<file path="config.mk">
export PLATFORM = sky130hd
export DESIGN_NAME = mux_n_reg
export DESIGN_NICKNAME = d
export VERILOG_FILES = /design/src/rtl/mux_n_reg_pkg.sv /design/src/rtl/mux_n_comb.sv /design/src/rtl/mux_n_reg.sv
export SDC_FILE = /design/constraint.sdc
export NUM_CORES = 1
export LEC_CHECK = 0
export ABC_AREA = 1
export CAP_MARGIN = 10
export CELL_PAD_IN_SITES_DETAIL_PLACEMENT = 2
export CELL_PAD_IN_SITES_GLOBAL_PLACEMENT = 2
export CORE_ASPECT_RATIO = 1.75
export CORE_MARGIN = 8
export CORE_UTILIZATION = 15
export DETAILED_ROUTE_END_ITERATION = 12
export GPL_TIMING_DRIVEN = 0
export PLACE_DENSITY_LB_ADDON = 0.2
export SLEW_MARGIN = 10
export SYNTH_ARGS = -nofsm -noshare
export SYNTH_HDL_FRONTEND = slang
export SYNTH_SLANG_ARGS = --single-unit
export TNS_END_PERCENT = 10
</file>
<file path="constraint.sdc">
create_clock -name clk -period 1.5 [get_ports clk]
set_clock_uncertainty 0.2 [all_clocks]
set_input_delay 0.225 -clock clk [delete_from_list [all_inputs] [get_ports clk]]
set_output_delay 0.225 -clock clk [all_outputs]
set_load 0.005 [all_outputs]
</file>
<file path="src/rtl/mux_n_reg_pkg.sv">
// Shared constants and helpers for the registered N-input multiplexer.
package mux_pkg;

    localparam int MUX_BIN    = 0;
    localparam int MUX_ONEHOT = 1;

    // Select width for binary encoding; never below one bit.
    function automatic int clog2_min1(input int n);
        return (n <= 2) ? 1 : $clog2(n);
    endfunction

    // True when exactly one bit is set. Callers zero-extend narrower selects.
    function automatic logic onehot_legal(input logic [15:0] vec);
        return (vec != 16'd0) && ((vec & (vec - 16'd1)) == 16'd0);
    endfunction

endpackage

</file>
<file path="src/rtl/mux_n_comb.sv">
// Combinational N-way select with legality check; illegal selects give zeros.
module mux_n_comb
    import mux_pkg::*;
#(
    parameter int WIDTH  = 32,
    parameter int N      = 4,
    parameter int ONEHOT = MUX_BIN,
    parameter int SEL_W  = (ONEHOT == MUX_ONEHOT) ? N : clog2_min1(N)
) (
    input  logic [N*WIDTH-1:0] e,
    input  logic [SEL_W-1:0]   sel,
    output logic [WIDTH-1:0]   d,
    output logic               illegal
);

    logic [N-1:0] hit;

    if (ONEHOT == MUX_ONEHOT) begin : g_onehot
        logic legal;
        assign legal   = onehot_legal(16'(sel));
        assign illegal = ~legal;
        assign hit     = sel & {N{legal}};
    end else begin : g_bin
        assign illegal = ~(int'(sel) < N);
        for (genvar i = 0; i < N; i++) begin : g_hit
            assign hit[i] = (sel == SEL_W'(i));
        end
    end

    // OR-reduce the hit inputs; no hit (illegal select) leaves zeros.
    always_comb begin
        d = '0;
        for (int i = 0; i < N; i++) begin
            if (hit[i]) d = d | e[i*WIDTH +: WIDTH];
        end
    end

endmodule

</file>
<file path="src/rtl/mux_n_reg.sv">
// Registered N-input mux stage with stall, flush, valid tracking and error flags.
module mux_n_reg
    import mux_pkg::*;
#(
    parameter int               WIDTH     = 32,
    parameter int               N         = 4,
    parameter int               ONEHOT    = MUX_BIN,
    parameter int               SEL_W     = (ONEHOT == MUX_ONEHOT) ? N : clog2_min1(N),
    parameter logic [WIDTH-1:0] RESET_VAL = '0
) (
    input  logic               clk,
    input  logic               rst,
    input  logic               en,
    input  logic               flush,
    input  logic               valid_in,
    input  logic [N*WIDTH-1:0] e,
    input  logic [SEL_W-1:0]   sel,
    input  logic               err_clr,
    output logic [WIDTH-1:0]   sal,
    output logic               valid_out,
    output logic               sel_err,
    output logic               err_sticky
);

    if (N < 2 || N > 16) begin : g_bad_n
        $fatal(1, "mux_n_reg: N must be in 2..16");
    end

    logic [WIDTH-1:0] d;
    logic             illegal;
    logic             err_nxt;

    mux_n_comb #(
        .WIDTH (WIDTH),
        .N     (N),
        .ONEHOT(ONEHOT),
        .SEL_W (SEL_W)
    ) u_comb (
        .e      (e),
        .sel    (sel),
        .d      (d),
        .illegal(illegal)
    );

    // An error is only raised by a real capture of qualified data.
    assign err_nxt = ~flush & en & valid_in & illegal;

    // Pipeline register: rst > flush > stall > capture.
    always_ff @(posedge clk) begin
        if (rst) begin
            sal       <= RESET_VAL;
            valid_out <= 1'b0;
            sel_err   <= 1'b0;
        end else if (flush) begin
            sal       <= RESET_VAL;
            valid_out <= 1'b0;
            sel_err   <= 1'b0;
        end else if (en) begin
            sal       <= d;
            valid_out <= valid_in;
            sel_err   <= err_nxt;
        end else begin
            sel_err   <= 1'b0;
        end
    end

    // Sticky error: a new error beats a simultaneous clear.
    always_ff @(posedge clk) begin
        if (rst) err_sticky <= 1'b0;
        else     err_sticky <= err_nxt | (err_sticky & ~err_clr);
    end

endmodule

</file>
==> results.sh, run 1 <==
export IMPL_rsz0062_at_grt="false"
export IMPL_wl_per_cell_microns=20.1
export IMPL_yosys_mux_area_fraction_pct=0
export IMPL_fin_crit_sh_pct=89.5
export IMPL_status="complete, no violations"
export IMPL_startpoint_type="input port"
export IMPL_p_per_area_nw_per_um2=704
export IMPL_crit_type="input port to register"
export IMPL_final_common_cell="clkdlybuf4s50_1"
export IMPL_cts_tree="built"
export IMPL_drv_cap=0
export IMPL_clock_sinks=34
export IMPL_initial_core_util_pct=15.3
export IMPL_synth_fa_ha_area_share_pct=0
export IMPL_seq_area_frac_synth_pct=31.9
export IMPL_clkLatencyLatePin_ns=0.28
export IMPL_cts_inserted_buffers=5
export IMPL_htreeDepth=2
export IMPL_min_period_ns=1.34
export IMPL_grt_max_degree=11
export IMPL_syn_cell_area_sq_um=2130
export IMPL_yosys_area_share_simple_pct=52.5
export IMPL_portBuffers=168
export IMPL_final_cell_count_no_fill=718
export IMPL_route_vias_total=3179
export IMPL_syn_area_per_cell_sq_um=5.90
export IMPL_die_area_sq_um=18500
export IMPL_drive_gt1_share_pct=7.42
export IMPL_ios=171
export IMPL_antenna_found_initial=2
export IMPL_dr_first_iter_drc_count=82
export IMPL_gp_congestion=0.739
export IMPL_setup_viol=0
export IMPL_die_y_microns=174
export IMPL_die_w_microns=106
export IMPL_drv_slew=0
export IMPL_power_mw=2.98
export IMPL_syn_to_final_growth_pct=98.5
export IMPL_critPathCaptureType="register"
export IMPL_synth_cell_types=16
export IMPL_dpl_hpwl_microns=11700
export IMPL_ys_ff_latch=34
export IMPL_cts_reportedPaths_clkPinSlew_ns=0.06
export IMPL_arrival_ns=1.36
export IMPL_yosysWarnings=0
export IMPL_holdBufCountCts=0
export IMPL_path_max_fanout=10
export IMPL_hold_viol_final=0
export IMPL_core_area_sq_um=13900
export IMPL_cts_path_max_buffers=2
export IMPL_ctsRootBufferMaster="clkbuf_16"
export IMPL_grt_pass1_wl_microns=21900
export IMPL_first_global_vias=3821
export IMPL_avgViaCountPerCell=4.43
export IMPL_synth_top_family_by_area="simple AND/OR/NAND/NOR gates"
export IMPL_layout_common_cells="132 x clkdlybuf4s50_1, 102 x nand3_1, 90 x nand2_1"
export IMPL_grt_usage_pct=15.7
export IMPL_hold_class="input port to register"
export IMPL_worst_pin_slew_ns=0.566
export IMPL_maxSlewHeadroom_pct=62.2
export IMPL_leakage_nw=1.86
export IMPL_peakVddDrop_mv=0.326
export IMPL_syn_nets=498
export IMPL_grt_ovfl_total=0
export IMPL_syn_instance_count=362
export IMPL_rows=57
export IMPL_synth_compound_area_share_pct=7.97
export IMPL_critPathRequiredTime_ns=1.52
export IMPL_dp_cells=707
export IMPL_nets=674
export IMPL_route_detailed_drc=0
export IMPL_max_freq_ghz=0.745
export IMPL_dr_pass1_iters=4
export IMPL_ant_nets=0
export IMPL_drt_total_wl_microns=14400
export IMPL_synth_xor_xnor_area_share_pct=0
[cell families after synthesis]
kind of cell / after synthesis
buffers and inverters: 32
other: 1
AOI/OAI and AO/OA: 34
DFF: 34
and+or+nand+nor: 261
[metal layers]
metal | vias to the layer above | share of wire (%) | global-route usage, %
met1 | 1517 | 33 | 13.5
met2 | 101 | 60 | 32.2
met3 | 15 | 5.9 | 4.06
met4 | 0 | 2.0 | 5.84
li1 | 1546 | - | -
met5 | - | 0 | 0
[metrics by stage]
| step | instance area [sq um] | setup TNS (ns) | hold slack [ns] | utilization [%] | setup slack [ns] |
|---|---|---|---|---|---|
| final | 4240 | 0 | 0.166 | 30.5 | 0.158 |
| after global routing | 4240 | 0 | 0.200 | 30.5 | 0.0418 |
| after CTS | 4220 | 0 | 0.176 | 30.4 | 0.00334 |
| after floorplan | 2130 | 0 | 0.100 | - | 0.322 |
| after detailed placement | 4040 | -20.28 | 0.285 | 29.0 | -0.729 |
| after global placement | 4040 | -19.14 | 0.264 | 29.0 | -0.688 |
[state kept, by name, indices dropped and copies added (netlist names)]
signal / count
valid_out: 1
err_sticky: 1
sal: 32
[what timing repair did]
item                                    in CTS  in global routing
resized for setup                           60                  9
pin swaps                                    1                  0
gates cloned                                 0                  0
buffers inserted                             1                  0
endpoints found under the setup margin      66                 24
[worst max-delay path, stage by stage]
cell and delay, ns:
clkdlybuf4s50_1 0.45, nor2_4 0.20, clkbuf_4 0.25, o21ai_0 0.11
nor2_1 0.12
[path summary, 6_finish.rpt]
check,startpoint,to,slack [ns],cells after the start
setup / recovery,flush,sal[19]$_SDFFE_PP0P_,0.16,5
hold / removal,en,sal[20]$_SDFFE_PP0P_,0.17,4
hold reg to reg,err_sticky$_SDFF_PP0_,err_sticky$_SDFF_PP0_,0.28,1
setup reg to reg,sal[17]$_SDFFE_PP0P_,sal[17]$_SDFFE_PP0P_,0.65,2
[Yosys cell counts]
master | number | share of area, %
buf_2 | 7 | 1.6
clkbuf_1 | 11 | 1.9
conb_1 | 1 | 0.18
a21oi_1 | 1 | 0.23
nor3b_1 | 1 | 0.35
o21ai_0 | 33 | 7.7
nor2_2 | 1 | 0.29
dfxtp_1 | 34 | 32
nand2_1 | 90 | 16
nand3_1 | 102 | 24
buf_4 | 8 | 2.8
nor2_4 | 1 | 0.53
nor2_1 | 66 | 12
inv_2 | 2 | 0.35
inv_1 | 1 | 0.18
buf_1 | 3 | 0.53
[area by class of cell]
| cell class | count | area [sq um] |
|---|---|---|
| diodes | 2 | 5.00 |
| multi-input cells | 296 | 1320 |
| inverters | 3 | 11.3 |
| clock buffers | 8 | 166 |
| fillers | 1711 | 9670 |
| well taps | 177 | 221 |
| plain buffers | 29 | 195 |
| repair buffers | 169 | 1640 |
| flip-flops and latches | 34 | 682 |
[report_power, final]
part           leakage [nW]  total, mW  internal [mW]  switching [mW]
Clock                0.0832       1.16          0.752           0.409
Combinational          1.50      0.857          0.485           0.372
Sequential            0.278      0.962          0.944          0.0188
Total                  1.86       2.98           2.18           0.800
Note: power is estimated with default switching activity, not from simulation.
==> run 2, diff against run 1 <==
--- a/config.mk
+++ b/config.mk
@@ -15,6 +15,7 @@
 export DETAILED_ROUTE_END_ITERATION = 12
 export GPL_TIMING_DRIVEN = 0
 export PLACE_DENSITY_LB_ADDON = 0.2
+export REMOVE_ABC_BUFFERS = 1
 export SLEW_MARGIN = 10
 export SYNTH_ARGS = -nofsm -noshare
 export SYNTH_HDL_FRONTEND = slang
==> results.sh, run 2 (synthesis results as in run 1) <==
export IMPL_dr_first_iter_drc_count=66
export IMPL_arrival_ns=1.42
export IMPL_nets=659
export IMPL_reg_top3="sal: 32 flops, err_sticky: 1 flops, valid_out: 1 flops"
export IMPL_initial_core_util_pct=15.3
export IMPL_dpl_hpwl_microns=9890
export IMPL_route_vias_total=3155
export IMPL_htreeDepth=2
export IMPL_startpoint_type="input port"
export IMPL_drive_gt1_share_pct=5.35
export IMPL_postPlaceCellArea_sq_um=4000
export IMPL_hold_class="input port to register"
export IMPL_antenna_found_initial=1
export IMPL_leakage_nw=1.82
export IMPL_p_per_area_nw_per_um2=665
export IMPL_min_period_ns=1.41
export IMPL_die_y_microns=174
export IMPL_largest_register="sal"
export IMPL_ctsRootBufferMaster="clkbuf_16"
export IMPL_cts_path_max_buffers=2
export IMPL_ant_nets=0
export IMPL_postLayoutCellArea_sq_um=4230
export IMPL_gp_congestion=0.712
export IMPL_drv_slew=0
export IMPL_setup_tns_ns=0
export IMPL_grt_usage_pct=14.2
export IMPL_ios=171
export IMPL_critPathCaptureType="register"
export IMPL_grt_max_degree=38
export IMPL_worst_pin_slew_ns=0.568
export IMPL_clock_sinks=34
export IMPL_dr_pass1_iters=4
export IMPL_portBuffers=169
export IMPL_cts_tree="built"
export IMPL_layout_common_cells="132 x clkdlybuf4s50_1, 102 x nand3_1, 90 x nand2_1"
export IMPL_setup_viol=0
export IMPL_route_detailed_drc=0
export IMPL_hold_viol_final=0
export IMPL_die_w_microns=106
export IMPL_grt_pass1_wl_microns=20200
export IMPL_cts_inserted_buffers=5
export IMPL_die_area_sq_um=18500
export IMPL_power_mw=2.81
export IMPL_rsz0062_at_grt="false"
export IMPL_grt_ovfl_total=0
export IMPL_critPathRequiredTime_ns=1.51
export IMPL_avgViaCountPerCell=4.50
export IMPL_maxSlewHeadroom_pct=62.1
export IMPL_max_freq_ghz=0.709
export IMPL_drt_total_wl_microns=13100
export IMPL_status="complete, no violations"
export IMPL_first_global_vias=3586
export IMPL_cts_reportedPaths_clkPinSlew_ns=0.05
export IMPL_core_area_sq_um=13900
export IMPL_clkLatencyLatePin_ns=0.28
export IMPL_syn_to_final_growth_pct=97.9
export IMPL_largest_reg_flops=32
export IMPL_wl_per_cell_microns=18.7
export IMPL_final_common_cell="clkdlybuf4s50_1"
export IMPL_drv_cap=0
export IMPL_path_max_fanout=17
export IMPL_fin_crit_sh_pct=94.0
export IMPL_peakVddDrop_mv=0.314
export IMPL_whs_ns=0.262
export IMPL_rows=57
export IMPL_crit_type="input port to register"
-- run 2: cell types whose count changed in the layout (fill, tap and decap cells not counted), sizes merged --
cell,before,now
diode,2,1
buf,19,16
clkbuf,20,7
nor2,68,69
dlygate4sd2,35,34
-- run 2: worst max-delay path, cell delays in order --
cell and delay [ns]:
clkdlybuf4s50_1 0.60, nor2_4 0.20, buf_12 0.17, o21ai_0 0.10
nor2_1 0.13
-- run 2: cell type report --
| class | instances | area [sq um] |
|---|---|---|
| Multi-Input combinational cell | 297 | 1330 |
| Fill cell | 1665 | 9680 |
| Tap cell | 177 | 221 |
| Sequential cell | 34 | 681 |
| Antenna cell | 1 | 2.50 |
| Timing Repair Buffer | 182 | 1840 |
| Inverter | 3 | 18.8 |
| Clock buffer | 7 | 133 |
-- run 2: where the power goes --
group,internal [mW],switching (mW),leakage [nW],total (mW)
clock network,0.608,0.382,0.0640,0.990
logic,0.498,0.362,1.48,0.860
registers,0.944,0.0171,0.278,0.961
total,2.05,0.761,1.82,2.81
-- run 2: path summary, 6_finish.rpt --
path / slack (ns) / cells past startpoint / startpoint / to
max: 0.09 / 5 / rst / sal[1]$_SDFFE_PP0P_
min: 0.26 / 5 / sel[1] / sal[15]$_SDFFE_PP0P_
max reg2reg: 0.66 / 2 / sal[17]$_SDFFE_PP0P_ / sal[17]$_SDFFE_PP0P_
min reg2reg: 0.29 / 1 / err_sticky$_SDFF_PP0_ / err_sticky$_SDFF_PP0_
-- run 2: metal layers --
metal	up-vias	part of all wire (%)	GRT usage (%)
met5	-	0	0
met1	1529	33	12.7
met4	0	3.5	6.90
met3	19	5.7	3.50
li1	1518	-	-
met2	89	58	28.1
-- run 2: through the flow --
| stage | cells | setup slack, ns | util (%) |
|---|---|---|---|
| global route | 701 | 0.00636 | 30.4 |
| detailed placement | 683 | -0.877 | 28.7 |
| global placement | 679 | -4.01 | 28.0 |
| finish | 701 | 0.0902 | 30.4 |
| floorplan | 333 | -0.257 | - |
| CTS | 700 | 0.0172 | 30.3 |
-- run 2: what timing repair did --
action,CTS,global route
gates cloned,1,0
resized for setup,41,1
hold endpoints to repair,0,0
pin swaps,5,0
hold buffers,0,0
endpoints found under the setup margin,67,16
buffers inserted,9,0
==> run 3, diff against run 2 <==
--- a/config.mk
+++ b/config.mk
@@ -11,8 +11,9 @@
 export CELL_PAD_IN_SITES_GLOBAL_PLACEMENT = 2
 export CORE_ASPECT_RATIO = 1.75
 export CORE_MARGIN = 8
-export CORE_UTILIZATION = 15
+export CORE_UTILIZATION = 28
 export DETAILED_ROUTE_END_ITERATION = 12
+export DONT_BUFFER_PORTS = 1
 export GPL_TIMING_DRIVEN = 0
 export PLACE_DENSITY_LB_ADDON = 0.2
 export REMOVE_ABC_BUFFERS = 1
==> results.sh, run 3 (synthesis results as in run 1) <==
export IMPL_rows=42
export IMPL_multiInputGateArea_sq_um=1310
export IMPL_antenna_found_initial=0
export IMPL_portBuffers=0
export IMPL_max_freq_ghz=0.762
export IMPL_dr_first_iter_drc_count=70
export IMPL_core_area_sq_um=7460
export IMPL_drv_slew=0
export IMPL_nets=480
export IMPL_arrival_ns=1.33
export IMPL_ios=171
export IMPL_drt_total_wl_microns=9010
export IMPL_violations="negative hold slack"
export IMPL_die_w_microns=82
export IMPL_drive_gt1_share_pct=3.78
export IMPL_cts_tree="built"
export IMPL_fill_cells=951
export IMPL_layout_common_cells="102 x nand3_1, 90 x nand2_1, 64 x nor2_1"
export IMPL_drv_cap=0
export IMPL_num_antenna_cells=0
export IMPL_largest_register="sal"
export IMPL_grt_usage_pct=16.5
export IMPL_reg_top3="sal: 32 flops, err_sticky: 1 flops, valid_out: 1 flops"
export IMPL_wl_per_cell_microns=20.8
export IMPL_regArea_sq_um=681
export IMPL_ctsRootBufferMaster="clkbuf_16"
export IMPL_syn_to_final_growth_pct=7.27
export IMPL_path_max_fanout=58
export IMPL_largest_reg_flops=32
export IMPL_first_global_vias=2761
export IMPL_cp_startpoint="sel[0]"
export IMPL_clkLatencyLatePin_ns=0.27
export IMPL_peakVddDrop_mv=0.343
export IMPL_whs_ns=-0.115
export IMPL_fin_crit_sh_pct=87.5
export IMPL_leakage_nw=0.946
export IMPL_cts_inserted_buffers=5
export IMPL_die_area_sq_um=10800
export IMPL_final_common_cell="nand3_1"
export IMPL_fin_ws_ns=0.187
export IMPL_dp_slack_ns=-0.0470
export IMPL_avgViaCountPerCell=5.66
export IMPL_gp_congestion=0.683
export IMPL_hold_class="input port to register"
export IMPL_min_period_ns=1.31
export IMPL_status="finished with violations"
export IMPL_grt_ovfl_total=0
export IMPL_die_y_microns=132
export IMPL_route_vias_total=2447
export IMPL_p_per_area_nw_per_um2=976
export IMPL_startpoint_type="input port"
export IMPL_worstHoldStart="en"
export IMPL_ant_nets=0
export IMPL_route_detailed_drc=0
export IMPL_critPathCaptureType="register"
export IMPL_cts_reportedPaths_clkPinSlew_ns=0.05
export IMPL_crit_type="input port to register"
export IMPL_rsz0062_at_grt="false"
export IMPL_setup_viol=0
export IMPL_htreeDepth=2
export IMPL_dr_pass1_iters=4
export IMPL_grt_max_degree=67
export IMPL_worst_pin_slew_ns=0.818
export IMPL_cts_setup_buffers=0
export IMPL_cts_path_max_buffers=2
export IMPL_grt_pass1_wl_microns=13900
export IMPL_power_mw=2.23
export IMPL_dpl_hpwl_microns=6680
export IMPL_clock_sinks=34
export IMPL_maxSlewHeadroom_pct=45.4
export IMPL_hold_viol_final=32
export IMPL_initial_core_util_pct=28.6
export IMPL_critPathRequiredTime_ns=1.52
export IMPL_r2r_start="sal[16]$_SDFFE_PP0P_"
==> run 3: changes by cell type in the layout (fill, tap and decap cells not counted), moves of 3 or more <==
cell | previous run | this run
dlygate4sd3_1 | 0 | 3
clkdlybuf4s50_1 | 132 | 0
dlygate4sd2_1 | 34 | 0
nor2_4 | 5 | 2
buf_4 | 7 | 0
buf_12 | 5 | 0
==> run 3: power by group <==
| part | internal, mW | switching, mW |
|---|---|---|
| combinational | 0.119 | 0.168 |
| sequential | 0.945 | 0.0347 |
| clock | 0.607 | 0.361 |
==> run 3: per-stage QoR <==
| step | instances | util (%) | instance area (sq um) | TNS, ns | hold slack, ns |
|---|---|---|---|---|---|
| detailed placement | 422 | 28.4 | 2120 | -0.491 | 0.106 |
| floorplan | 333 | - | 1990 | -8.22 | 0.100 |
| CTS | 431 | 30.5 | 2270 | 0 | -0.148 |
| finish | 432 | 30.7 | 2290 | 0 | -0.115 |
| global placement | 421 | 28.1 | 2100 | -39.33 | 0.103 |
| global route | 432 | 30.7 | 2290 | 0 | -0.133 |
==> run 3: layer usage <==
metal / vias up / GRT usage, % / wire length (microns)
met5: - / 0 / 0
met4: 0 / 5.80 / 195
met3: 15 / 6.01 / 876
met2: 102 / 30.5 / 4940
met1: 1175 / 15.4 / 3000
li1: 1155 / - / -
==> run 3: repair_timing <==
item / in CTS / in global routing
hold endpoints to repair: 34 / 30
hold buffers: 2 / 2
gates resized for setup: 0 / 1
endpoints found under the setup margin: 0 / 1
==> run 3: final timing paths <==
check | end | slack [ns] | cells after the start
setup / recovery | sal[16]$_SDFFE_PP0P_ | 0.19 | 6
setup reg to reg | sal[16]$_SDFFE_PP0P_ | 0.62 | 2
hold / removal | valid_out$_SDFFE_PP0P_ | -0.12 | 1
hold reg to reg | err_sticky$_SDFF_PP0_ | 0.32 | 1
==> run 3: worst max-delay path: stages <==
cell and delay (ns):
inv_2 0.25, nand3_1 0.12, nand3_1 0.08, dlygate4sd3_1 0.55, nor2_1 0.04, nor2_1 0.06
==> run 3: cell type report <==
cell class	instances	area share, %
inverters	3	0.492
clock buffers	7	5.79
flip-flops and latches	34	29.7
repair buffers	4	1.97
multi-input cells	296	57.2
well taps	88	4.81
